==> src/rtl/lsu_mem_if_if.sv <==
// Bundle of the LSU pipeline-side and memory-side signals of lsu_mem_if.
// master = the LSU itself, slave = the pipeline/memory environment driving it.
interface lsu_mem_if_if;
    logic        i_memRead;
    logic        i_memWrite;
    logic [1:0]  i_memSize;
    logic        i_isLoadSigned;
    logic [31:0] i_addr;
    logic [31:0] i_writeData;
    logic        o_req;
    logic        o_we;
    logic [31:0] o_addr;
    logic [3:0]  o_be;
    logic [31:0] o_wdata;
    logic        i_ack;
    logic [31:0] i_rdata;
    logic        o_stall;
    logic [31:0] o_readData;
    logic        o_misaligned;
    logic        o_accessFault;

    modport master (
        input  i_memRead, i_memWrite, i_memSize, i_isLoadSigned, i_addr, i_writeData,
        input  i_ack, i_rdata,
        output o_req, o_we, o_addr, o_be, o_wdata, o_stall, o_readData,
        output o_misaligned, o_accessFault
    );

    modport slave (
        output i_memRead, i_memWrite, i_memSize, i_isLoadSigned, i_addr, i_writeData,
        output i_ack, i_rdata,
        input  o_req, o_we, o_addr, o_be, o_wdata, o_stall, o_readData,
        input  o_misaligned, o_accessFault
    );
endinterface

==> src/rtl/lsu_mem_if.sv <==
// MEM-stage load/store unit: latches one aligned access, runs a req/ack memory
// handshake with a timeout, and returns the lane-selected, extended load result.
module lsu_mem_if #(
    parameter int unsigned TIMEOUT = 255
) (
    input  logic          clk,
    input  logic          reset,
    lsu_mem_if_if.master  bus
);
    typedef enum logic [1:0] {IDLE, BUSY, DONE} state_t;

    state_t      state, state_next;
    logic        access, misaligned, start, busy, ack_take, timeout;
    logic [7:0]  cnt;
    logic [31:0] lat_addr, lat_wdata;
    logic [1:0]  lat_size;
    logic        lat_signed, lat_we;
    logic [31:0] read_data, load_ext, lane_word, wdata_sh;
    logic [3:0]  be;
    logic        fault;

    assign access = bus.i_memRead | bus.i_memWrite;

    always_comb begin
        misaligned = 1'b0;
        case (bus.i_memSize)
            2'b00:   misaligned = 1'b0;
            2'b01:   misaligned = bus.i_addr[0];
            2'b10:   misaligned = |bus.i_addr[1:0];
            default: misaligned = 1'b1;
        endcase
    end

    assign busy     = (state == BUSY);
    assign start    = (state == IDLE) & access & ~misaligned;
    assign ack_take = busy & bus.i_ack;
    // Counter holds the number of completed unacked BUSY cycles, so the
    // TIMEOUT-th unacked cycle is the one where cnt == TIMEOUT-1.
    assign timeout  = busy & ~bus.i_ack & (cnt == 8'(TIMEOUT - 1));

    always_comb begin
        state_next = state;
        case (state)
            IDLE:    if (start) state_next = BUSY;
            BUSY:    if (ack_take || timeout) state_next = DONE;
            DONE:    state_next = IDLE;
            default: state_next = IDLE;
        endcase
    end

    // Halfwords are aligned, so one byte-granular shift serves every size.
    always_comb begin
        lane_word = bus.i_rdata >> {lat_addr[1:0], 3'b000};
        load_ext  = lane_word;
        case (lat_size)
            2'b00:   load_ext = {{24{lat_signed & lane_word[7]}}, lane_word[7:0]};
            2'b01:   load_ext = {{16{lat_signed & lane_word[15]}}, lane_word[15:0]};
            default: load_ext = lane_word;
        endcase
    end

    always_comb begin
        be       = '0;
        wdata_sh = '0;
        case (lat_size)
            2'b00: begin
                be       = 4'b0001 << lat_addr[1:0];
                wdata_sh = {24'd0, lat_wdata[7:0]} << {lat_addr[1:0], 3'b000};
            end
            2'b01: begin
                be       = 4'b0011 << {lat_addr[1], 1'b0};
                wdata_sh = {16'd0, lat_wdata[15:0]} << {lat_addr[1], 4'b0000};
            end
            2'b10: begin
                be       = 4'b1111;
                wdata_sh = lat_wdata;
            end
            default: begin
                be       = '0;
                wdata_sh = '0;
            end
        endcase
    end

    always_ff @(posedge clk or posedge reset) begin
        if (reset) begin
            state      <= IDLE;
            cnt        <= '0;
            lat_addr   <= '0;
            lat_wdata  <= '0;
            lat_size   <= '0;
            lat_signed <= 1'b0;
            lat_we     <= 1'b0;
            read_data  <= '0;
            fault      <= 1'b0;
        end else begin
            state <= state_next;
            fault <= timeout;
            if (start) begin
                lat_addr   <= bus.i_addr;
                lat_wdata  <= bus.i_writeData;
                lat_size   <= bus.i_memSize;
                lat_signed <= bus.i_isLoadSigned;
                lat_we     <= bus.i_memWrite;
                cnt        <= '0;
            end else if (busy && !bus.i_ack) begin
                cnt <= cnt + 8'd1;
            end
            if (ack_take) begin
                read_data <= lat_we ? '0 : load_ext;
            end else if (timeout) begin
                read_data <= '0;
            end
        end
    end

    assign bus.o_req         = busy;
    assign bus.o_we          = busy & lat_we;
    assign bus.o_addr        = busy ? {lat_addr[31:2], 2'b00} : '0;
    assign bus.o_be          = busy ? be : '0;
    assign bus.o_wdata       = (busy & lat_we) ? wdata_sh : '0;
    assign bus.o_stall       = ~reset & (start | busy);
    assign bus.o_readData    = read_data;
    assign bus.o_misaligned  = access & misaligned;
    assign bus.o_accessFault = fault;
endmodule

==> src/flat_wrapper.sv <==
// flat-port wrapper written by rule: the top's interface ports become plain ports
module lsu_mem_if_flat 
#(
    parameter int unsigned TIMEOUT = 255
)
  (clk, reset, bus_i_memRead, bus_i_memWrite, bus_i_memSize, bus_i_isLoadSigned, bus_i_addr, bus_i_writeData, bus_i_ack, bus_i_rdata, bus_o_req, bus_o_we, bus_o_addr, bus_o_be, bus_o_wdata, bus_o_stall, bus_o_readData, bus_o_misaligned, bus_o_accessFault);
  lsu_mem_if_if bus_i ();
  input  logic clk;
  input  logic reset;
  input wire logic [$bits(bus_i.i_memRead)-1:0] bus_i_memRead;
  input wire logic [$bits(bus_i.i_memWrite)-1:0] bus_i_memWrite;
  input wire logic [$bits(bus_i.i_memSize)-1:0] bus_i_memSize;
  input wire logic [$bits(bus_i.i_isLoadSigned)-1:0] bus_i_isLoadSigned;
  input wire logic [$bits(bus_i.i_addr)-1:0] bus_i_addr;
  input wire logic [$bits(bus_i.i_writeData)-1:0] bus_i_writeData;
  input wire logic [$bits(bus_i.i_ack)-1:0] bus_i_ack;
  input wire logic [$bits(bus_i.i_rdata)-1:0] bus_i_rdata;
  output wire logic [$bits(bus_i.o_req)-1:0] bus_o_req;
  output wire logic [$bits(bus_i.o_we)-1:0] bus_o_we;
  output wire logic [$bits(bus_i.o_addr)-1:0] bus_o_addr;
  output wire logic [$bits(bus_i.o_be)-1:0] bus_o_be;
  output wire logic [$bits(bus_i.o_wdata)-1:0] bus_o_wdata;
  output wire logic [$bits(bus_i.o_stall)-1:0] bus_o_stall;
  output wire logic [$bits(bus_i.o_readData)-1:0] bus_o_readData;
  output wire logic [$bits(bus_i.o_misaligned)-1:0] bus_o_misaligned;
  output wire logic [$bits(bus_i.o_accessFault)-1:0] bus_o_accessFault;
  assign bus_i.i_memRead = bus_i_memRead;
  assign bus_i.i_memWrite = bus_i_memWrite;
  assign bus_i.i_memSize = bus_i_memSize;
  assign bus_i.i_isLoadSigned = bus_i_isLoadSigned;
  assign bus_i.i_addr = bus_i_addr;
  assign bus_i.i_writeData = bus_i_writeData;
  assign bus_i.i_ack = bus_i_ack;
  assign bus_i.i_rdata = bus_i_rdata;
  assign bus_o_req = bus_i.o_req;
  assign bus_o_we = bus_i.o_we;
  assign bus_o_addr = bus_i.o_addr;
  assign bus_o_be = bus_i.o_be;
  assign bus_o_wdata = bus_i.o_wdata;
  assign bus_o_stall = bus_i.o_stall;
  assign bus_o_readData = bus_i.o_readData;
  assign bus_o_misaligned = bus_i.o_misaligned;
  assign bus_o_accessFault = bus_i.o_accessFault;
  lsu_mem_if #(.TIMEOUT(TIMEOUT)) u_core (.clk(clk), .reset(reset), .bus(bus_i));
endmodule
==> config.mk <==
export PLATFORM = sky130hd
export DESIGN_NAME = lsu_mem_if_flat
export DESIGN_NICKNAME = d
export VERILOG_FILES = /design/src/rtl/lsu_mem_if_if.sv /design/src/rtl/lsu_mem_if.sv /design/src/flat_wrapper.sv
export SDC_FILE = /design/constraint.sdc
export NUM_CORES = 1
export LEC_CHECK = 0
export ABC_AREA = 1
export BUFFER_PORTS_ARGS = -buffer_cell sky130_fd_sc_hd__buf_2
export CAP_MARGIN = 20
export CORE_MARGIN = 4
export CORE_UTILIZATION = 40
export DETAILED_ROUTE_END_ITERATION = 6
export PLACE_DENSITY_LB_ADDON = 0.3
export SETUP_SLACK_MARGIN = 0.02
export SYNTH_ARGS = -nofsm -noshare
export SYNTH_HDL_FRONTEND = slang
export SYNTH_SLANG_ARGS = --single-unit
==> constraint.sdc <==
create_clock -name clk -period 10.6 [get_ports clk]
set_input_delay 1.59 -clock clk [delete_from_list [all_inputs] [get_ports clk]]
set_output_delay 1.59 -clock clk [all_outputs]
set_load 0.01 [all_outputs]
== Yosys cells after proc, flatten, opt, wreduce, memory -nomap -nowiden ==
Cells that the tools add are included.

* Logic and storage cells: 63
* Input port bits: 104
* Flip-flop bits (word level): 111
* Output and inout bits: 105

* Bitwise gates (word level): 15
* Shift operators: 5
* Equality and inequality tests: 8
* Mux-type cells: 15
* Reductions and logical operators: 10
* Add/sub/neg operators: 1

{| class="wikitable"
|+ Operator list
! kind !! count
|-
| $mux 32 || 5
|-
| $pmux 32 s3 || 1
|-
| $pmux 32 s2 || 1
|-
| $shl 16x5->32 || 1
|-
| $shl 8x5->32 || 1
|-
| $shr 32x5->32 || 1
|-
| $mux 8 || 2
|-
| $pmux 4 s3 || 1
|-
| $and 1x1->1 || 10
|-
| $add 8x1->8 const B || 1
|-
| $eq 8x8->1 const B || 1
|-
| $eq 2x1->1 const B || 3
|-
| $logic_not 2->1 || 3
|-
| $eq 2x2->1 const B || 2
|-
| $mux 2 || 2
|-
| $mux 4 || 1
|-
| $pmux 2 s2 || 1
|-
| $reduce_bool 2->1 || 2
|-
| $shl 1x2->4 const A || 1
|-
| $shl 2x2->4 const A || 1
|-
| $not 1->1 || 3
|-
| $pmux 1 s3 || 1
|-
| $ne 2x1->1 const B || 1
|-
| $ne 2x2->1 const B || 1
|-
| other kinds (6) || 7
|}

== Depth between registers and ports, before layout ==
* Depth in word-level cells: 6
* Mapped depth: 10
* Gate-level depth less buffers: 9

== Least setup slack after synthesis ==
OpenSTA, ideal clock, no wires.

* Kind: input-to-output
* Start point: input port bus_i_addr[0]
* End point: output port bus_o_stall
* Stages on the path: 6
* Data required time: 9010 ps
* Arrival time: 2376 ps
* Path buffers: 1
* Setup slack: 6634 ps
* Cell sequence: inv_1 -> o21ai_1 -> nand2_1 -> nand2_2 -> clkbuf_1 -> a21oi_1

* Longest elaborated chain between the ends: 6

{| class="wikitable"
|+ RTL lines
! what !! line !! RTL
|-
| from (decl) || flat_wrapper.sv:14 || <nowiki>input wire logic [$bits(bus_i.i_addr)-1:0] bus_i_addr;</nowiki>
|-
| $reduce_or 2->1 || lsu_mem_if.sv:29 || <nowiki>2'b10: misaligned = |bus.i_addr[1:0];</nowiki>
|-
| $pmux 1 s3 (*) || lsu_mem_if.sv:26 || <nowiki>case (bus.i_memSize)</nowiki>
|-
| $not 1->1 (*) || lsu_mem_if.sv:35 || <nowiki>assign start = (state == IDLE) & access & ~misaligned;</nowiki>
|-
| $and 1x1->1 (*) || lsu_mem_if.sv:35 ||
|-
| $or 1x1->1 (*) || lsu_mem_if.sv:122 || <nowiki>assign bus.o_stall = ~reset & (start | busy);</nowiki>
|-
| $and 1x1->1 (*) || lsu_mem_if.sv:122 ||
|-
| to (decl) || flat_wrapper.sv:23 || <nowiki>output wire logic [$bits(bus_i.o_stall)-1:0] bus_o_stall;</nowiki>
|}

Mark *: on every way between the ends. The rest lies on a longest branch, timed or not.

== Final worst setup path ==
* Start point: register u_core.lat_addr[1]
* End point: output port bus_o_wdata[27]

* Longest elaborated chain between the ends: 3
* Elaborated cells between the ends (all ways): 4
* Those cells by class: 2 x shift; 2 x mux

{| class="wikitable"
|+ RTL lines
! what !! line !! RTL
|-
| from (decl) || lsu_mem_if.sv:15 || <nowiki>logic [31:0] lat_addr, lat_wdata;</nowiki>
|-
| from (signal assigned) || lsu_mem_if.sv:100 || <nowiki>lat_addr <= bus.i_addr;</nowiki>
|-
| $shl 16x5->32 / $shl 8x5->32 (equally long branches) || lsu_mem_if.sv:72, lsu_mem_if.sv:68 ||
|-
| $pmux 32 s3 (*) || lsu_mem_if.sv:65 || <nowiki>case (lat_size)</nowiki>
|-
| $mux 32 (*) || lsu_mem_if.sv:121 || <nowiki>assign bus.o_wdata = (busy & lat_we) ? wdata_sh : '0;</nowiki>
|-
| to (decl) || flat_wrapper.sv:22 || <nowiki>output wire logic [$bits(bus_i.o_wdata)-1:0] bus_o_wdata;</nowiki>
|}

Marked as above.

==> reports/summary.md <==
### Timing
* 0.300 — Max-slew headroom
* 1.05 ns — worst-margin pin slew
* 204 MHz — fmax
* 4.90 ns — min Tclk post-route
* 0 — final slew viol count
* 0.462 — share of the cycle needed by the critical path after routing
* 0 — final hold viol count
* 5.70 ns — Worst Slack Setup Final
* 0 — Setup violations, final
* 0 ns — setup_tns
* false — setup repair after global routing missed its margin
* 0.483 ns — Hold Slack
* 0.00754 ns — post-route clock skew

### Global route
* 27.7 mm — first-pass GRT wire length
* 0.206 — global-route usage over all layers
* 82 — pin count of the biggest net entering global routing
* 5590 — via count of the first global-routing pass
* 0 — overflow left after global routing
* 3 — number of antenna violations at the first check in global routing

### Final layout
* 23.1% — area delta synth->final
* 1527 — number of filler instances in the final layout
* 2780 um2 — register cell area after layout
* 1112 — net count reported at finish
* 2650 um2 — Multi-input gate area
* 0.506 — end-of-flow core utilization
* sky130_fd_sc_hd__nand2_1, sky130_fd_sc_hd__buf_2, sky130_fd_sc_hd__dfrtp_1, sky130_fd_sc_hd__inv_1, sky130_fd_sc_hd__o21ai_0 — leading cell types in the layout, fill and taps excluded
* sky130_fd_sc_hd__nand2_1 — leading cell type in the layout, fill and taps excluded
* 0.254 — share of post-route cells with drive strength above 1

### Critical path
* 9.01 ns — Worst Path Required
* 5 — Stages on worst setup path
* u_core.lat_addr[7]$_DFFE_PP0P_ — endpoint of the worst-slack reg-to-reg timing path
* flip-flops — kind of cell adding the most delay to the critical path
* primary output — Worst setup EP type
* sky130_fd_sc_hd__dfrtp_1 — slowest stage cell, crit path
* 2 — worst path buffer plus inverter count
* reg2out — kind of critical path
* inv_1 > nor2_1 > nand2_1 > a31oi_1 > buf_2 — chain of cells forming the critical path
* u_core.state[1]$_DFFE_PP0P_ — RR Startpoint
* 7 — worst reg-to-reg path cell count
* 3.31 ns — arrival time worst endpoint
* register — startpoint type of the worst setup path
* 7.75 ns — reg-to-reg setup timing slack
* 1.04 ns — largest stage delay on the critical path
* 29 — highest fanout seen on the critical path
* u_core.lat_addr[1]$_DFFE_PP0P_ — Critical Path Source

### Hold path
* u_core.lat_wdata[20]$_DFFE_PP0P_ — HP Start
* reg2reg — worst hold path type
* u_core.lat_wdata[20]$_DFFE_PP0P_ — Worst Hold Endpoint
* 2 — count of cells along the worst hold path

### Clock network
* 9 — number of buffers created by CTS
* 0 — hold-fix buffers at CTS
* 2 — maximum buffer depth of the clock tree
* built — TritonCTS clock tree
* 0 — postcts setup bufs
* 111 — total clock sinks
* 3 — H-tree levels
* sky130_fd_sc_hd__clkbuf_16 — clock root buffer
* 0.36 ns — source-to-sink clock delay at the later pin of the worst-skew pair
* 0 — post-cts resize count
* 0.07 ns — clock slew seen by the registers of the worst setup and hold paths

### Die
* 0.411 — effective utilization at floorplan
* 17100 um2 — Die ar.
* 14600 um2 — Core Box Area
* 209 — Boundary Pins
* 131 um — die boundary width
* 131 um — height of the die
* 44 — cell row count

### Synthesis
* 0.00728 — parity-gate share of the synthesized area counting xor and xnor cells
* 829 — synthesized instance count
* 0 — number of flops mapped to enable cells by yosys
* 34 — count of cell types in the netlist
* sky130_fd_sc_hd__dfrtp_1 — ys flop type
* 0.462 — share of the yosys chip area belonging to registers
* 0.108 — area fraction in compound gates after synthesis
* 7.26 um2 — mean cell area of the mapped netlist
* 0.319 — Simple-Gate Fraction of Synth Area
* 1.00 — share of synthesized registers carrying an async set or reset
* 0.00416 — share of synthesized cell area in full adder, half adder and majority cells
* sky130_fd_sc_hd__dfrtp_1 — cell taking the most area after synthesis
* 0 — mux cell area share after synthesis
* 0 — number of warning messages in the yosys log
* sky130_fd_sc_hd__dfrtp_1, sky130_fd_sc_hd__nand2_1, sky130_fd_sc_hd__inv_1 — leading post-synthesis cells by cell area
* 111 — synthesized flop and latch total
* simple AND/OR/NAND/NOR gates — combinational family with the most area after synthesis
* 6020 um2 — post-synthesis instance area
* 0.462 — post-synth top area share

### Route
* 17.6 mm — total wirelength of the detailed-routed design
* 0 — Antenna Violating Nets Remaining
* 4.90 — via density per instance
* 5 — Initial DRT Pass Iterations
* 0 — number of DRC violations after detailed routing
* 14.7 um — WL/cell
* 5858 — via total after detailed routing
* 470 — number of design-rule violations left by the first detailed-router iteration

### Pwr
* 235 nW/um2 — power density of the placed cells
* 114 uV — worst-case vdd ir drop
* 4.29 nW — leakage

### Job
* 0 — max cap viols

### Run status
* completed — result of the run

### Placement
* 5.91 ns — worst-case setup slack after placement
* 206 — number of buffers inserted by port buffering
* 12.4 mm — estimated wirelength of the detail-placed design
* 0.857 — RePlAce Congestion

==> cells by family after synthesis <==
group,after synthesis
xor+xnor,5
simple gates,454
flops,111
fa+ha+maj,2
buf+inv,140
other cells,1
compound gates,116
==> registers in the layout, indices dropped and copies added, names as in the netlist <==
name / count
u_core.lat_we: 1
u_core.lat_size: 2
u_core.state: 2
u_core.bus.o_accessFault: 1
u_core.lat_signed: 1
u_core.lat_wdata: 32
u_core.bus.o_readData: 32
u_core.cnt: 8
u_core.lat_addr: 32
==> where the power goes <==
| part | leakage [nW] | internal, mW | total, mW | switching, mW |
|---|---|---|---|---|
| clock network | 0.146 | 0.188 | 0.357 | 0.170 |
| logic | 2.73 | 0.243 | 0.692 | 0.450 |
| registers | 1.41 | 0.581 | 0.694 | 0.114 |
| total | 4.29 | 1.01 | 1.74 | 0.733 |
==> synth_stat cells (8+ instances only) <==
cell                       count
sky130_fd_sc_hd__a21oi_1      21
sky130_fd_sc_hd__a22oi_1      16
sky130_fd_sc_hd__buf_1         8
sky130_fd_sc_hd__buf_2        14
sky130_fd_sc_hd__buf_4         9
sky130_fd_sc_hd__clkbuf_1     12
sky130_fd_sc_hd__dfrtp_1     111
sky130_fd_sc_hd__inv_1        87
sky130_fd_sc_hd__nand2_1     303
sky130_fd_sc_hd__nand2_2       9
sky130_fd_sc_hd__nand3_1      61
sky130_fd_sc_hd__nor2_1       57
sky130_fd_sc_hd__nor3_1       10
sky130_fd_sc_hd__o21ai_0      62
==> cell type report <==
class | count | area share
well taps | 184 | 0.0311
repair buffers | 210 | 0.146
multi-input cells | 579 | 0.358
flip-flops and latches | 111 | 0.375
clock inverters | 6 | 0.0105
clock buffers | 9 | 0.0304
diodes | 1 | 0.000338
inverters | 95 | 0.0488
==> worst min-delay path, stage by stage, from the launching register on <==
cell and delay (ns):
sky130_fd_sc_hd__dfrtp_1 0.34, sky130_fd_sc_hd__nand2_1 0.05, sky130_fd_sc_hd__nand2_1 0.06
==> metal layers <==
layer,vias up,part of all wire,track usage
li1,2946,-,-
met1,2631,0.43,0.273
met2,242,0.45,0.326
met3,33,0.10,0.0659
met4,6,0.015,0.0569
met5,-,0.0023,0
==> worst max path at each step <==
stage                                              end  slack, ns
finish                                 bus_o_wdata[27]       5.70
global route                           bus_o_wdata[27]       5.49
CTS                                    bus_o_wdata[27]       5.73
detailed placement                         bus_o_stall       5.91
global placement                           bus_o_stall       5.90
floorplan           u_core.bus.o_accessFault$_DFF_PP0_       6.08
==> per-stage QoR <==
| stage | cell area (um2) | power [mW] | instances |
|---|---|---|---|
| floorplan | 6020 | 1.17 | 830 |
| detailed placement | 7070 | 1.40 | 1178 |
| global route | 7400 | 1.89 | 1194 |
| CTS | 7370 | 1.76 | 1193 |
| finish | 7400 | 1.74 | 1195 |
| global placement | 7070 | 1.38 | 1178 |
(Power assumes the default switching activity.)
